==> config.mk <==
export PLATFORM = sky130hd
export DESIGN_NAME = vga_plot_arbiter
export DESIGN_NICKNAME = d
export VERILOG_FILES = /design/src/rtl/vga_plot_arbiter_pkg.sv /design/src/rtl/vga_plot_arbiter_screen_sweep.sv /design/src/rtl/vga_plot_arbiter.sv
export SDC_FILE = /design/constraint.sdc
export NUM_CORES = 1
export LEC_CHECK = 0
export BUFFER_PORTS_ARGS = -buffer_cell sky130_fd_sc_hd__buf_2
export CAP_MARGIN = 20
export CORE_ASPECT_RATIO = 1.4
export CORE_MARGIN = 10
export CORE_UTILIZATION = 47
export DETAILED_ROUTE_END_ITERATION = 12
export GPL_TIMING_DRIVEN = 0
export PLACE_DENSITY_LB_ADDON = 0.08
export REMOVE_ABC_BUFFERS = 1
export SYNTH_ARGS = -nofsm -noshare
export SYNTH_HDL_FRONTEND = slang
export SYNTH_HIERARCHICAL = 1
export SYNTH_SLANG_ARGS = --single-unit
==> constraint.sdc <==
create_clock -name clk -period 2.9 [get_ports clk]
set_input_delay 0.29 -clock clk [delete_from_list [all_inputs] [get_ports clk]]
set_output_delay 0.29 -clock clk [all_outputs]
set_load 0.05 [all_outputs]
==> src/rtl/vga_plot_arbiter_pkg.sv <==
// Shared frame geometry, palette constants and arbiter state type for the VGA
// pixel-write path.
package vga_plot_arbiter_pkg;

    localparam int unsigned VGA_H_RES = 160;
    localparam int unsigned VGA_V_RES = 120;
    localparam int unsigned VGA_X_W   = 8;
    localparam int unsigned VGA_Y_W   = 7;
    localparam int unsigned VGA_COL_W = 3;

    localparam logic [2:0] COL_BLACK = 3'b000;
    localparam logic [2:0] COL_RED   = 3'b100;
    localparam logic [2:0] COL_WHITE = 3'b111;

    typedef enum logic {
        StIdle,
        StClear
    } arb_state_e;

endpackage

==> src/rtl/vga_plot_arbiter_screen_sweep.sv <==
// Row-major raster counter: x runs fastest, both wrap to zero after the last
// pixel of the frame.
module vga_plot_arbiter_screen_sweep
    import vga_plot_arbiter_pkg::*;
#(
    parameter int unsigned H_RES = VGA_H_RES,
    parameter int unsigned V_RES = VGA_V_RES,
    parameter int unsigned X_W   = VGA_X_W,
    parameter int unsigned Y_W   = VGA_Y_W
) (
    input  logic           clk,
    input  logic           resetn,
    input  logic           start_i,
    input  logic           en_i,
    output logic [X_W-1:0] x_o,
    output logic [Y_W-1:0] y_o,
    output logic           last_o
);

    logic [X_W-1:0] x_q, x_d;
    logic [Y_W-1:0] y_q, y_d;
    logic           x_last, y_last;

    assign x_last = (32'(x_q) == H_RES - 1);
    assign y_last = (32'(y_q) == V_RES - 1);

    always_comb begin
        x_d = x_q;
        y_d = y_q;
        if (start_i) begin
            x_d = '0;
            y_d = '0;
        end else if (en_i) begin
            if (x_last) begin
                x_d = '0;
                y_d = y_last ? '0 : y_q + 1'b1;
            end else begin
                x_d = x_q + 1'b1;
            end
        end
    end

    always_ff @(posedge clk) begin
        if (!resetn) begin
            x_q <= '0;
            y_q <= '0;
        end else begin
            x_q <= x_d;
            y_q <= y_d;
        end
    end

    assign x_o    = x_q;
    assign y_o    = y_q;
    assign last_o = x_last && y_last;

endmodule

==> src/rtl/vga_plot_arbiter.sv <==
// Sole owner of the VGA adapter write port: round-robin between the food and
// snake requesters, plus a full-frame background clear sweep.
module vga_plot_arbiter
    import vga_plot_arbiter_pkg::*;
#(
    parameter int unsigned          H_RES      = VGA_H_RES,
    parameter int unsigned          V_RES      = VGA_V_RES,
    parameter int unsigned          X_W        = VGA_X_W,
    parameter int unsigned          Y_W        = VGA_Y_W,
    parameter int unsigned          COL_W      = VGA_COL_W,
    parameter logic [COL_W-1:0]     BG_COLOUR  = COL_W'(COL_BLACK),
    parameter bit                   AUTO_CLEAR = 1'b1
) (
    input  logic             clk,
    input  logic             resetn,
    input  logic             clear_req_i,
    output logic             clear_busy_o,
    output logic             clear_done_o,
    input  logic             a_valid_i,
    output logic             a_ready_o,
    input  logic [X_W-1:0]   a_x_i,
    input  logic [Y_W-1:0]   a_y_i,
    input  logic [COL_W-1:0] a_col_i,
    input  logic             b_valid_i,
    output logic             b_ready_o,
    input  logic [X_W-1:0]   b_x_i,
    input  logic [Y_W-1:0]   b_y_i,
    input  logic [COL_W-1:0] b_col_i,
    output logic [X_W-1:0]   vga_x_o,
    output logic [Y_W-1:0]   vga_y_o,
    output logic [COL_W-1:0] vga_col_o,
    output logic             vga_plot_o,
    output logic             oob_err_o
);

    arb_state_e       state_q;
    logic             last_b_q;
    logic [X_W-1:0]   vga_x_q;
    logic [Y_W-1:0]   vga_y_q;
    logic [COL_W-1:0] vga_col_q;
    logic             vga_plot_q, clear_busy_q, clear_done_q, oob_err_q;

    logic             ports_open, xfer, sel_in_frame;
    logic [X_W-1:0]   sel_x;
    logic [Y_W-1:0]   sel_y;
    logic [COL_W-1:0] sel_col;
    logic             sweep_start, sweep_en, sweep_last;
    logic [X_W-1:0]   sweep_x;
    logic [Y_W-1:0]   sweep_y;

    // A pending clear request blocks both ports on the edge it is taken.
    assign ports_open = (state_q == StIdle) && !clear_req_i;
    assign a_ready_o  = ports_open && a_valid_i && (!b_valid_i || last_b_q);
    assign b_ready_o  = ports_open && b_valid_i && (!a_valid_i || !last_b_q);

    assign xfer         = a_ready_o || b_ready_o;
    assign sel_x        = a_ready_o ? a_x_i   : b_x_i;
    assign sel_y        = a_ready_o ? a_y_i   : b_y_i;
    assign sel_col      = a_ready_o ? a_col_i : b_col_i;
    assign sel_in_frame = (32'(sel_x) < H_RES) && (32'(sel_y) < V_RES);

    assign sweep_start = (state_q == StIdle) && clear_req_i;
    assign sweep_en    = (state_q == StClear);

    vga_plot_arbiter_screen_sweep #(
        .H_RES (H_RES),
        .V_RES (V_RES),
        .X_W   (X_W),
        .Y_W   (Y_W)
    ) u_sweep (
        .clk     (clk),
        .resetn  (resetn),
        .start_i (sweep_start),
        .en_i    (sweep_en),
        .x_o     (sweep_x),
        .y_o     (sweep_y),
        .last_o  (sweep_last)
    );

    always_ff @(posedge clk) begin
        if (!resetn) begin
            state_q      <= AUTO_CLEAR ? StClear : StIdle;
            last_b_q     <= 1'b1;
            vga_x_q      <= '0;
            vga_y_q      <= '0;
            vga_col_q    <= '0;
            vga_plot_q   <= 1'b0;
            clear_busy_q <= 1'b0;
            clear_done_q <= 1'b0;
            oob_err_q    <= 1'b0;
        end else begin
            vga_plot_q   <= 1'b0;
            clear_busy_q <= 1'b0;
            clear_done_q <= 1'b0;
            case (state_q)
                StIdle: begin
                    if (clear_req_i) begin
                        state_q <= StClear;
                    end else if (xfer) begin
                        last_b_q <= b_ready_o;
                        // Off-screen pixels are consumed but never reach the adapter.
                        if (sel_in_frame) begin
                            vga_x_q    <= sel_x;
                            vga_y_q    <= sel_y;
                            vga_col_q  <= sel_col;
                            vga_plot_q <= 1'b1;
                        end else begin
                            oob_err_q <= 1'b1;
                        end
                    end
                end
                StClear: begin
                    vga_x_q      <= sweep_x;
                    vga_y_q      <= sweep_y;
                    vga_col_q    <= BG_COLOUR;
                    vga_plot_q   <= 1'b1;
                    clear_busy_q <= 1'b1;
                    if (sweep_last) begin
                        clear_done_q <= 1'b1;
                        state_q      <= StIdle;
                    end
                end
                default: state_q <= StIdle;
            endcase
        end
    end

    assign vga_x_o      = vga_x_q;
    assign vga_y_o      = vga_y_q;
    assign vga_col_o    = vga_col_q;
    assign vga_plot_o   = vga_plot_q;
    assign clear_busy_o = clear_busy_q;
    assign clear_done_o = clear_done_q;
    assign oob_err_o    = oob_err_q;

endmodule

== Word level (Yosys, flattened, before mapping) ==
Index checks and enable logic that the tools add are counted.

* Bits in registers: 39
* Input port bits: 41
* Output and inout port bits: 24
* Logic and storage cells: 71

* $add $sub $neg: 2
* Magnitude comparators: 2
* Equality and inequality tests: 5
* Mux-type cells: 26
* Bitwise operators: 4
* Reduce and logical (&&, ||, !) cells: 21

{| class="wikitable"
|+ Operators with widths
! kind !! number
|-
| $mux W8 || 5
|-
| $mux W7 || 5
|-
| $pmux W8 S2 || 1
|-
| $pmux W7 S2 || 1
|-
| $mux W3 || 4
|-
| $add A8 B1 Y8 const B || 1
|-
| $eq A8 B8 Y1 const B || 1
|-
| $logic_and A1 B1 Y1 || 8
|-
| $lt A8 B8 Y1 const B || 1
|-
| $add A7 B1 Y7 const B || 1
|-
| $eq A7 B7 Y1 const B || 1
|-
| $lt A7 B7 Y1 const B || 1
|-
| $mux W1 || 7
|-
| $ne A2 B2 Y1 const B || 3
|-
| $pmux W3 S2 || 1
|-
| $reduce_and A3 Y1 || 2
|-
| $logic_not A1 Y1 || 4
|-
| $not A1 Y1 || 4
|-
| $pmux W1 S2 || 2
|-
| $reduce_and A2 Y1 || 2
|-
| $reduce_and A4 Y1 || 1
|-
| $logic_or A1 B1 Y1 || 3
|-
| $reduce_or A2 Y1 || 1
|}

== Longest topological paths before layout ==
* Depth after elaboration: 11
* Mapped depth: 7
* Gate-level depth less buffers: 6

== Cells and area by module ==
Netlist, hierarchy kept.

{| class="wikitable"
|+ By module, submodules not included
! module !! times used !! cells an instance !! area an instance (sq um) !! sequential area each (sq um)
|-
| vga_plot_arbiter || 1 || 141 || 1297.5 || 480.5
|-
| vga_plot_arbiter_screen_sweep || 1 || 84 || 769.5 || 300.3
|}

== Worst setup path after synthesis ==
OpenSTA, ideal clock, no wires.

* Path kind: reg2out
* From: register state_q
* To: output port a_ready_o
* Arrival: 1.334 ns
* Required time: 2.610 ns
* Slack: 1.276 ns
* Stages on the path, launching flop included: 5
* Path buffers: 1
* Cell sequence: dfxtp_1 nor3b_4 nand2_1 buf_2 inv_1

* Longest elaborated chain between the ends: 4

{| class="wikitable"
|+ RTL lines
! item !! RTL line !! RTL
|-
| start, declared || vga_plot_arbiter.sv:36 || <nowiki>arb_state_e state_q;</nowiki>
|-
| start signal, assigned || vga_plot_arbiter.sv:82 || <nowiki>state_q <= AUTO_CLEAR ? StClear : StIdle;</nowiki>
|-
| start signal, assigned || vga_plot_arbiter.sv:98 || <nowiki>state_q <= StClear;</nowiki>
|-
| start signal, assigned || vga_plot_arbiter.sv:120 || <nowiki>state_q <= StIdle;</nowiki>
|-
| $not A1 Y1 || n/a ||
|-
| $logic_and A1 B1 Y1 || vga_plot_arbiter.sv:52 || <nowiki>assign ports_open = (state_q == StIdle) && !clear_req_i;</nowiki>
|-
| $logic_and A1 B1 Y1 (2 in series) || vga_plot_arbiter.sv:53 || <nowiki>assign a_ready_o = ports_open && a_valid_i && (!b_valid_i || last_b_q);</nowiki>
|-
| end, declared || vga_plot_arbiter.sv:20 || <nowiki>output logic a_ready_o,</nowiki>
|}

Every way passes these cells.

== Worst setup path after layout ==
Ends and elaborated chain as after synthesis.

==> results_dict.tcl <==
set metrics [dict create \
    drtIter0Drc 71 \
    viasPerCell 5.671 \
    synthXorXnorAreaFrac_pct 2.966 \
    grt-ovfl-total 0 \
    die_y_um 98.47 \
    end_kind "output pin" \
    drive_gt1_share_pct 28.62 \
    vias 1945 \
    path_clk_slew_ns 0.08 \
    synthCells 225 \
    vdd_drop_max_v 0.0002634 \
    finalNonFillerCells 343 \
    synth_top_family_by_area "simple AND/OR/NAND/NOR gates" \
    post-cts-setup-buffer-count 0 \
    yosysUniqueCellTypes 46 \
    area_delta_synth_final_pct 19.61 \
    crit_type "register to output pin" \
    synth-edff-count 0 \
    max_cap_viol_count 0 \
    timing.setup.tns_ns 0 \
    path_max_fanout 21 \
    hold_viol 0 \
    rows 28 \
    clock_latency_ns 0.29 \
    outcome "finished clean" \
    ctsResizeCount 0 \
    fin_ws_ns 0.2883 \
    track_usage_pct 14.64 \
    core-area_sq_um 4239 \
    r2r_cells 4 \
    die_area_sq_um 7488 \
    arrival_ns 2.32 \
    worstSetupStartpointType "register" \
    cts_tree "built" \
    setup_viol 0 \
    worstMarginPinSlew_ns 0.8335 \
    synthMuxAreaShare_pct 8.232 \
    period_minus_slack_ns 2.612 \
    clock.fmax_mhz 382.9 \
    ys_async_sr_fraction_pct 0 \
    fin_skew_ns 0.009543 \
    first_pass_iters 5 \
    final_common_cell "buf_2" \
    routed_wl_mm 5.696 \
    final_antenna_net_count 0 \
    cts_made_buffers 5 \
    utilization_pct 58.32 \
    n_antenna_cell 0 \
    start_util_pct 48.76 \
    min_path_cells 3 \
    pre_cts_slack_ns 0.6218 \
    slew_violations 0 \
    cts_num_sinks 39 \
    post_synth.cell_area_avg_sq_um 9.187 \
    mostFrequentLayoutCells "64 x buf_2, 39 x dfxtp_1, 26 x nand2_1, 17 x mux2i_1, 11 x nand3_1" \
    drc 0 \
    cts_buffer_depth 2 \
    dp.cells 335 \
    netlist_area_sq_um 2067 \
    io_pins 65 \
    synth_compound_area_share_pct 19.13 \
    wl_per_cell_um 16.61 \
    min_path_type "input pin to register" \
    synth_warnings 6 \
    dp_hpwl_mm 4.325 \
    htree_levels 2 \
    cp.required_ns 2.61 \
    rsz0062_at_grt "no" \
    ctsHoldBuffers 0 \
    synthAdderAreaFrac_pct 1.211 \
    leakagePower_nw 1.143 \
    grt_pass1_vias 1947 \
    power_density_nw_per_um2 420.9 \
    synth_flop_cell "dfxtp_1" \
    grt_max_degree 32 \
    finalCritPeriodShare_pct 90.06 \
    seq_area_frac_synth_pct 37.77 \
    die_w_um 76.05 \
    synthSimpleGateAreaFrac_pct 25.79 \
    grt_pass1_wl_mm 9.432 \
    place.gp.congestion 0.8167 \
    final_nets 325 \
    ys_ff_latch 39 \
    io_buffers 64 \
    antenna_found_initial 0 \
    max-slew-margin-rel_pct 44.30 \
    root_buffer "clkbuf_8" \
]
## layout make-up
| class | count | area [sq um] |
|---|---|---|
| inverters | 3 | 11.26 |
| multi-input cells | 169 | 1185 |
| flip-flops and latches | 39 | 780.7 |
| well taps | 60 | 75.07 |
| fillers | 402 | 1767 |
| repair buffers | 64 | 320.3 |
| clock buffers | 8 | 100.1 |
## worst max-delay path: stages (launching register included)
cell and delay (ns):
dfxtp_1 0.55, nor3b_4 0.45, nand2_1 0.58, inv_1 0.16
buf_2 0.28
## synthesized netlist by cell type, types with 3 or more instances
master / n / area share [%]
nor2_1: 10 / 1.8
a21oi_1: 7 / 1.7
mux2i_1: 17 / 8.2
nand3_1: 11 / 2.7
o221ai_1: 8 / 3.4
xor2_1: 5 / 2.1
and3_1: 10 / 3.0
a311oi_1: 4 / 1.7
a41oi_1: 8 / 3.4
buf_6: 4 / 2.2
clkbuf_1: 6 / 1.1
nand4_1: 4 / 1.2
buf_2: 3 / 0.73
nand2_1: 26 / 4.7
and2_1: 3 / 0.91
o21a_1: 8 / 2.9
nor3_1: 7 / 1.7
o31ai_1: 7 / 2.5
o21ai_0: 3 / 0.73
dfxtp_1: 39 / 38
## metrics by stage
stage | instance area [sq um] | hold slack (ns) | total power [mW]
3_3_place_gp | 2372 | 0.4421 | 0.6441
6_report | 2472 | 0.2748 | 1.041
2_1_floorplan | 1977 | 0.3618 | 0.5975
3_5_place_dp | 2372 | 0.4500 | 0.6453
5_1_grt | 2472 | 0.2816 | 1.075
4_1_cts | 2472 | 0.2684 | 1.045
## report_power, final
part | switching (mW) | internal (mW)
registers | 0.00574 | 0.542
clock network | 0.191 | 0.217
logic | 0.0496 | 0.0352
total | 0.246 | 0.795
## path summary, 6_finish.rpt
path	startpoint	endpoint	slack, ns
setup / recovery	state_q$_SDFF_PN1_	a_ready_o	0.29
hold / removal	b_col_i[2]	vga_col_o[2]$_SDFFE_PN0P_	0.27
setup reg to reg	state_q$_SDFF_PN1_	vga_x_o[1]$_SDFFE_PN0P_	0.62
hold reg to reg	vga_x_o[1]$_SDFFE_PN0P_	vga_x_o[1]$_SDFFE_PN0P_	0.46
## logic make-up after synthesis
family          Yosys count
simple gates             91
xor+xnor                  7
compound gates           52
mux                      17
buf+inv                  17
fa+ha+maj                 2
flops                    39
## layer usage
metal  wire length, um  share of wire [%]  track usage [%]
met1              2469                 43            16.41
met2              2820                 50            26.51
met3               354                6.2            3.909
met4                51               0.90            3.801
met5                 0                  0                0
## registers in the layout (all words and copies together), names as in the netlist
signal,flops
u_sweep/x_o,8
vga_x_o,8
u_sweep/y_o,7
vga_y_o,7
vga_col_o,3
clear_busy_o,1
clear_done_o,1
last_b_q,1
oob_err_o,1
state_q,1
vga_plot_o,1
Note: power is estimated with default switching activity, not from simulation.
